<file path="src/rtl/tick_scheduler.sv">
// Multi-channel tick scheduler: a shared prescaler drives NUM_CH countdown timers whose
// expirations queue as one-deep pending events, drained round-robin over a valid/ready port.
module tick_scheduler #(
  parameter int PRESCALE = 100,
  parameter int NUM_CH   = 4,
  parameter int CNT_W    = 16
) (
  input  logic                       clk,
  input  logic                       rst,
  input  logic                       cmd_valid,
  input  logic [1:0]                 cmd_op,
  input  logic [$clog2(NUM_CH)-1:0]  cmd_ch,
  input  logic [CNT_W-1:0]           cmd_period,
  input  logic                       cmd_periodic,
  output logic                       cmd_err,
  output logic                       evt_valid,
  output logic [$clog2(NUM_CH)-1:0]  evt_ch,
  input  logic                       evt_ready,
  output logic [NUM_CH-1:0]          running,
  output logic [NUM_CH-1:0]          overrun
);
  localparam int CH_W = $clog2(NUM_CH);
  localparam int PS_W = $clog2(PRESCALE);
  localparam logic [1:0] OP_START = 2'b01;
  localparam logic [1:0] OP_STOP  = 2'b10;
  localparam logic [1:0] OP_CLR   = 2'b11;

  typedef enum logic {IDLE = 1'b0, RUN = 1'b1} ch_state_t;

  logic [PS_W-1:0]   pre_cnt_reg;
  logic              base_tick;
  logic              bad_ch;
  logic              start_ok;
  logic              accept;
  logic [NUM_CH-1:0] pending;
  logic [CH_W-1:0]   rr_reg;
  logic [CH_W-1:0]   rr_next;
  logic [CH_W-1:0]   pick;
  logic              found;

  assign base_tick = (pre_cnt_reg == PS_W'(PRESCALE - 1));
  assign start_ok  = (cmd_op == OP_START) && (cmd_period != '0);
  assign accept    = evt_valid && evt_ready;

  always_ff @(posedge clk or posedge rst) begin
    if (rst)            pre_cnt_reg <= '0;
    else if (base_tick) pre_cnt_reg <= '0;
    else                pre_cnt_reg <= pre_cnt_reg + 1'b1;
  end

  // Out-of-range channel numbers only exist when NUM_CH is not a power of two.
  generate
    if (NUM_CH == (1 << CH_W)) begin : g_full
      assign bad_ch = 1'b0;
    end else begin : g_part
      assign bad_ch = (cmd_ch >= CH_W'(NUM_CH));
    end
  endgenerate

  always_ff @(posedge clk or posedge rst) begin
    if (rst) cmd_err <= 1'b0;
    else     cmd_err <= cmd_valid && (bad_ch || ((cmd_op == OP_START) && (cmd_period == '0)));
  end

  generate
    for (genvar gi = 0; gi < NUM_CH; gi++) begin : g_ch
      ch_state_t        state_reg, state_next;
      logic [CNT_W-1:0] remain_reg, remain_next;
      logic [CNT_W-1:0] period_reg, period_next;
      logic             periodic_reg, periodic_next;
      logic             pending_reg, pending_next;
      logic             overrun_reg, overrun_next;
      logic             hit, accept_me, expire;

      assign hit       = cmd_valid && !bad_ch && (cmd_ch == CH_W'(gi));
      assign accept_me = accept && (evt_ch == CH_W'(gi));

      // Commands take priority over a coincident base tick.
      always_comb begin
        state_next    = state_reg;
        remain_next   = remain_reg;
        period_next   = period_reg;
        periodic_next = periodic_reg;
        overrun_next  = overrun_reg;
        expire        = 1'b0;
        if (hit && start_ok) begin
          state_next    = RUN;
          remain_next   = cmd_period;
          period_next   = cmd_period;
          periodic_next = cmd_periodic;
        end else if (hit && (cmd_op == OP_STOP)) begin
          state_next = IDLE;
        end else if ((state_reg == RUN) && base_tick) begin
          if (remain_reg == CNT_W'(1)) begin
            expire = 1'b1;
            if (periodic_reg) remain_next = period_reg;
            else              state_next  = IDLE;
          end else begin
            remain_next = remain_reg - 1'b1;
          end
        end
        if (hit && (cmd_op == OP_CLR)) overrun_next = 1'b0;
        if (expire && pending_reg && !accept_me) overrun_next = 1'b1;
        pending_next = expire || (pending_reg && !accept_me);
      end

      always_ff @(posedge clk or posedge rst) begin
        if (rst) begin
          state_reg    <= IDLE;
          remain_reg   <= '0;
          period_reg   <= '0;
          periodic_reg <= 1'b0;
          pending_reg  <= 1'b0;
          overrun_reg  <= 1'b0;
        end else begin
          state_reg    <= state_next;
          remain_reg   <= remain_next;
          period_reg   <= period_next;
          periodic_reg <= periodic_next;
          pending_reg  <= pending_next;
          overrun_reg  <= overrun_next;
        end
      end

      assign running[gi] = (state_reg == RUN);
      assign overrun[gi] = overrun_reg;
      assign pending[gi] = pending_reg;
    end
  endgenerate

  // First pending channel at or after the round-robin pointer, wrapping.
  always_comb begin
    logic [CH_W:0] sum;
    logic [CH_W-1:0] idx;
    pick  = rr_reg;
    found = 1'b0;
    sum   = '0;
    idx   = '0;
    for (int i = 0; i < NUM_CH; i++) begin
      sum = {1'b0, rr_reg} + (CH_W+1)'(i);
      if (sum >= (CH_W+1)'(NUM_CH)) sum = sum - (CH_W+1)'(NUM_CH);
      idx = sum[CH_W-1:0];
      if (!found && pending[idx]) begin
        found = 1'b1;
        pick  = idx;
      end
    end
  end

  assign rr_next = (evt_ch == CH_W'(NUM_CH - 1)) ? '0 : evt_ch + 1'b1;

  always_ff @(posedge clk or posedge rst) begin
    if (rst) begin
      evt_valid <= 1'b0;
      evt_ch    <= '0;
      rr_reg    <= '0;
    end else if (evt_valid) begin
      if (evt_ready) begin
        evt_valid <= 1'b0;
        rr_reg    <= rr_next;
      end
    end else if (found) begin
      evt_valid <= 1'b1;
      evt_ch    <= pick;
    end
  end
endmodule

</file>
<file path="config.mk">
export PLATFORM = sky130hd
export DESIGN_NAME = tick_scheduler
export DESIGN_NICKNAME = d
export VERILOG_FILES = /design/src/rtl/tick_scheduler.sv
export SDC_FILE = /design/constraint.sdc
export NUM_CORES = 1
export LEC_CHECK = 0
export ABC_CLOCK_PERIOD_IN_PS = 5530
export BUFFER_PORTS_ARGS = -buffer_cell sky130_fd_sc_hd__buf_2
export CORE_ASPECT_RATIO = 0.9
export CORE_UTILIZATION = 45
export CTS_CLUSTER_SIZE = 16
export DETAILED_ROUTE_END_ITERATION = 16
export PLACE_DENSITY = 0.73
export SYNTH_ARGS = -nofsm -noshare
export SYNTH_HDL_FRONTEND = slang
export SYNTH_SLANG_ARGS = --single-unit
</file>
<file path="constraint.sdc">
create_clock -name clk -period 5.53 [get_ports clk]
set_clock_uncertainty 0.15 [all_clocks]
set_input_delay 1.106 -clock clk [delete_from_list [all_inputs] [get_ports clk]]
set_output_delay 1.106 -clock clk [all_outputs]
set_load 0.05 [all_outputs]
</file>
==> summary.md <==
| Metric | Value |
|---|---|
| Status | `completed` |
| CP max stage cell | `a21oi_1` |
| Hold buffers post-CTS | `0` |
| Pins Over Slew Limit | `0` |
| DIE AREA | `19500 sq um` |
| Fmax achieved | `approximately 0.3 GHz` |
| Leading area contributor after synthesis | `dfrtp_1` |
| Yosys Warn Count | `0` |
| Commonest cells after routing, fill and taps aside | `nand2_1 (295), dfrtp_1 (157), nor2_1 (70)` |
| Synthesized cell area | `8510 sq um` |
| CTS tree | `yes` |
| Net count, final | `between 1k and 1.5k` |
| Slew at the pin closest to its max-slew limit | `approximately 1.2 ns` |
| Worst EP required | `approximately 5.7 ns` |
| Commonest non-fill, non-tap cell in the layout | `nand2_1` |
| Number of port buffers | `36` |
| Synth top area share | `0.462` |
| Peak supply drop | `roughly 230 uV` |
| DRT Pass-1 Iters | `5` |
| Final hold slack | `~0.32 ns` |
| Diode count | `0` |
| Wirelength per Cell | `around 17 um` |
| Crit path max fanout | `21` |
| Row cnt | `47` |
| Max Root-Sink Buffers | `2` |
| EDFF count, synth | `0` |
| RSZ-0062 raised after global routing | `false` |
| Mean post-synth cell area | `roughly 8.4 sq um` |
| Static leakage | `0.00430 uW` |
| Synth Register Bits | `between 150 and 200` |
| DRC | `0` |
| Clock buffer count from CTS | `17` |
| Fin util | `0.512` |
| GR Util met2 | `0.356` |
| P per Cell Area | `approximately 390 nW/um^2` |
| Die Ht | `132 um` |
| Initial core utilization | `0.461` |
| Max Cap Viol | `0` |
| Crit end category | `register` |
| I/O pins | `37` |
| Skew-Pair Late Insertion Delay | `between 0.4 and 0.5 ns` |
| Synth area leaders | `dfrtp_1 (46%), nand2_1 (13%), o21ai_0 (3.6%)` |
| Global Route Usage Sum | `0.239` |
| Root Buffer | `clkbuf_16` |
| Pin count of the biggest net entering global routing | `~80` |
| Total Wirelength | `between 20000 and 25000 um` |
| Final period util | `0.621` |
| Asr flop ratio synth | `1.00` |
| CP Launch Type | `input pin` |
| Routed Antenna Nets | `0` |
| Initial antenna violation count | `0` |
| Die Width | `between 100 and 150 um` |
| Tot Pwr | `around 3700 uW` |
| Cells after synthesis | `about 1.0k` |
| CP max stage delay | `~0.71 ns` |
| Final Wtd Congestion | `0.834` |
| Most Crowded Layer GR | `met2` |
| Dpl cell area | `slightly below 9000 sq um` |
| Final setup vio count | `0` |
| Vias per cell | `5.76` |
| GR Util met1 | `0.343` |
| Register area share after synthesis | `0.462` |
| Normalized max-slew margin | `0.231` |
| Dominant synthesized flop cell | `dfrtp_1` |
| GR Layer Usage met3 | `0.0555` |
| Fillers | `about 1.7k` |
| Mapped Nets | `approximately 1.1k` |
| Yosys cell types | `65` |
| Worst Hold Class | `register to register` |
| DP HPWL | `~15000 um` |
| Core Region | `18500 sq um` |
| Cell area after layout | `around 9400 sq um` |
| Resized cells post-CTS | `0` |
| Grt ovf | `0` |
| Layout cells sized above 1 | `0.0937` |
| Post-CTS setup buffers | `0` |
| Layout area overhead | `11.0%` |
| Detailed Route Iter0 Violations | `about 740` |
| CP Class | `input pin to register` |
| CP Cell Sequence | `buf_2 > nor4_1 > nand4_1 > and3_1 > a21oi_1 > buf_4 > nand2_1 > o211ai_1` |
| Via count | `about 7.4k` |
| Post-layout minimum cycle time | `roughly 3.4 ns` |
| First-pass GRT wire length | `about 37000 um` |
| TNS Setup | `0 ns` |
| TritonCTS Sinks | `157` |
| H-Tree Level Count | `4` |
| Clock transition at path regs | `roughly 0.060 ns` |
| Hold Vio Cnt, Final | `0` |
| CP arrival | `roughly 3.6 ns` |
| Vias in the first global route | `6860` |
-- synthesized netlist by cell type (6+ instances only) --
| cell | count |
|---|---|
| ha_1 | 13 |
| inv_1 | 18 |
| nor4_1 | 15 |
| a21oi_1 | 41 |
| mux2i_1 | 6 |
| xnor2_1 | 14 |
| buf_4 | 8 |
| o31ai_1 | 8 |
| nand2_1 | 295 |
| nor3_1 | 20 |
| o22ai_1 | 6 |
| o211ai_1 | 28 |
| or4_1 | 9 |
| dfrtp_1 | 157 |
| and3_1 | 6 |
| o21ai_0 | 61 |
| nand4_1 | 10 |
| nor2_1 | 70 |
| a211oi_1 | 11 |
| nand3_1 | 29 |
| a31oi_1 | 16 |
| xor2_1 | 26 |
| or3_1 | 6 |
| clkbuf_1 | 43 |
| nor2b_1 | 9 |
| nand3b_1 | 6 |
-- area by class of cell --
cell class	count	area [sq um]	area share
clock buffers	20	467	0.0494
multi-input cells	779	4250	0.450
flip-flops and latches	157	3930	0.416
well taps	245	307	0.0325
clock inverters	11	135	0.0143
repair buffers	50	285	0.0302
inverters	18	72.6	0.00768
-- final timing paths --
kind	start	end	slack, ns	depth (start not counted)
min in group asynchronous	rst	g_ch[2].period_reg[1]$_DFFE_PP0P_	0.65	2
worst max register to register	pre_cnt_reg[0]$_DFF_PP0_	g_ch[1].overrun_reg$_DFFE_PP0P_	2.31	7
worst min register to register	g_ch[2].period_reg[3]$_DFFE_PP0P_	g_ch[2].period_reg[3]$_DFFE_PP0P_	0.32	2
max in group asynchronous	rst	g_ch[0].remain_reg[11]$_DFFE_PP0P_	3.52	3
worst max-delay path	cmd_period[7]	g_ch[0].remain_reg[5]$_DFFE_PP0P_	2.10	8
worst min-delay path	g_ch[2].period_reg[3]$_DFFE_PP0P_	g_ch[2].period_reg[3]$_DFFE_PP0P_	0.32	2
-- stage by stage --
step	instances	worst slack, ns
4_1_cts	1280	2.18
6_report	1280	2.10
2_1_floorplan	1014	0.0391
3_3_place_gp	1249	1.85
5_1_grt	1280	1.93
3_5_place_dp	1249	1.76
-- power breakdown --
group	internal [uW]	switching, uW
clock	703	482
sequential	1390	268
combinational	376	509
-- cells by family (layout without fill, tap and decap cells) --
group,Yosys count,after routing,share of synthesized area
AOI/OAI and AO/OA,209,209,0.156
xor gates and xnor gates,40,40,0.0412
adders and majority gates,13,13,0.0191
buffers and inverters,78,99,0.0395
DFF,157,157,0.462
muxes,8,8,0.00970
and+or+nand+nor,509,509,0.273
-- critical path: cells and delay by family --
kind	cells	cell delay, ns
and+or+nand+nor	4	1.23
AOI/OAI and AO/OA	2	0.80
buffers and inverters	2	0.46
-- per-layer routing --
layer | part of all wire | wire (um) | up-vias
met5 | 0 | 0 | -
met4 | 0.019 | 416 | 0
met3 | 0.074 | 1650 | 36
met2 | 0.44 | 9890 | 225
met1 | 0.46 | 10300 | 3579
li1 | - | - | 3536
Power figures use the tool's default switching activity.
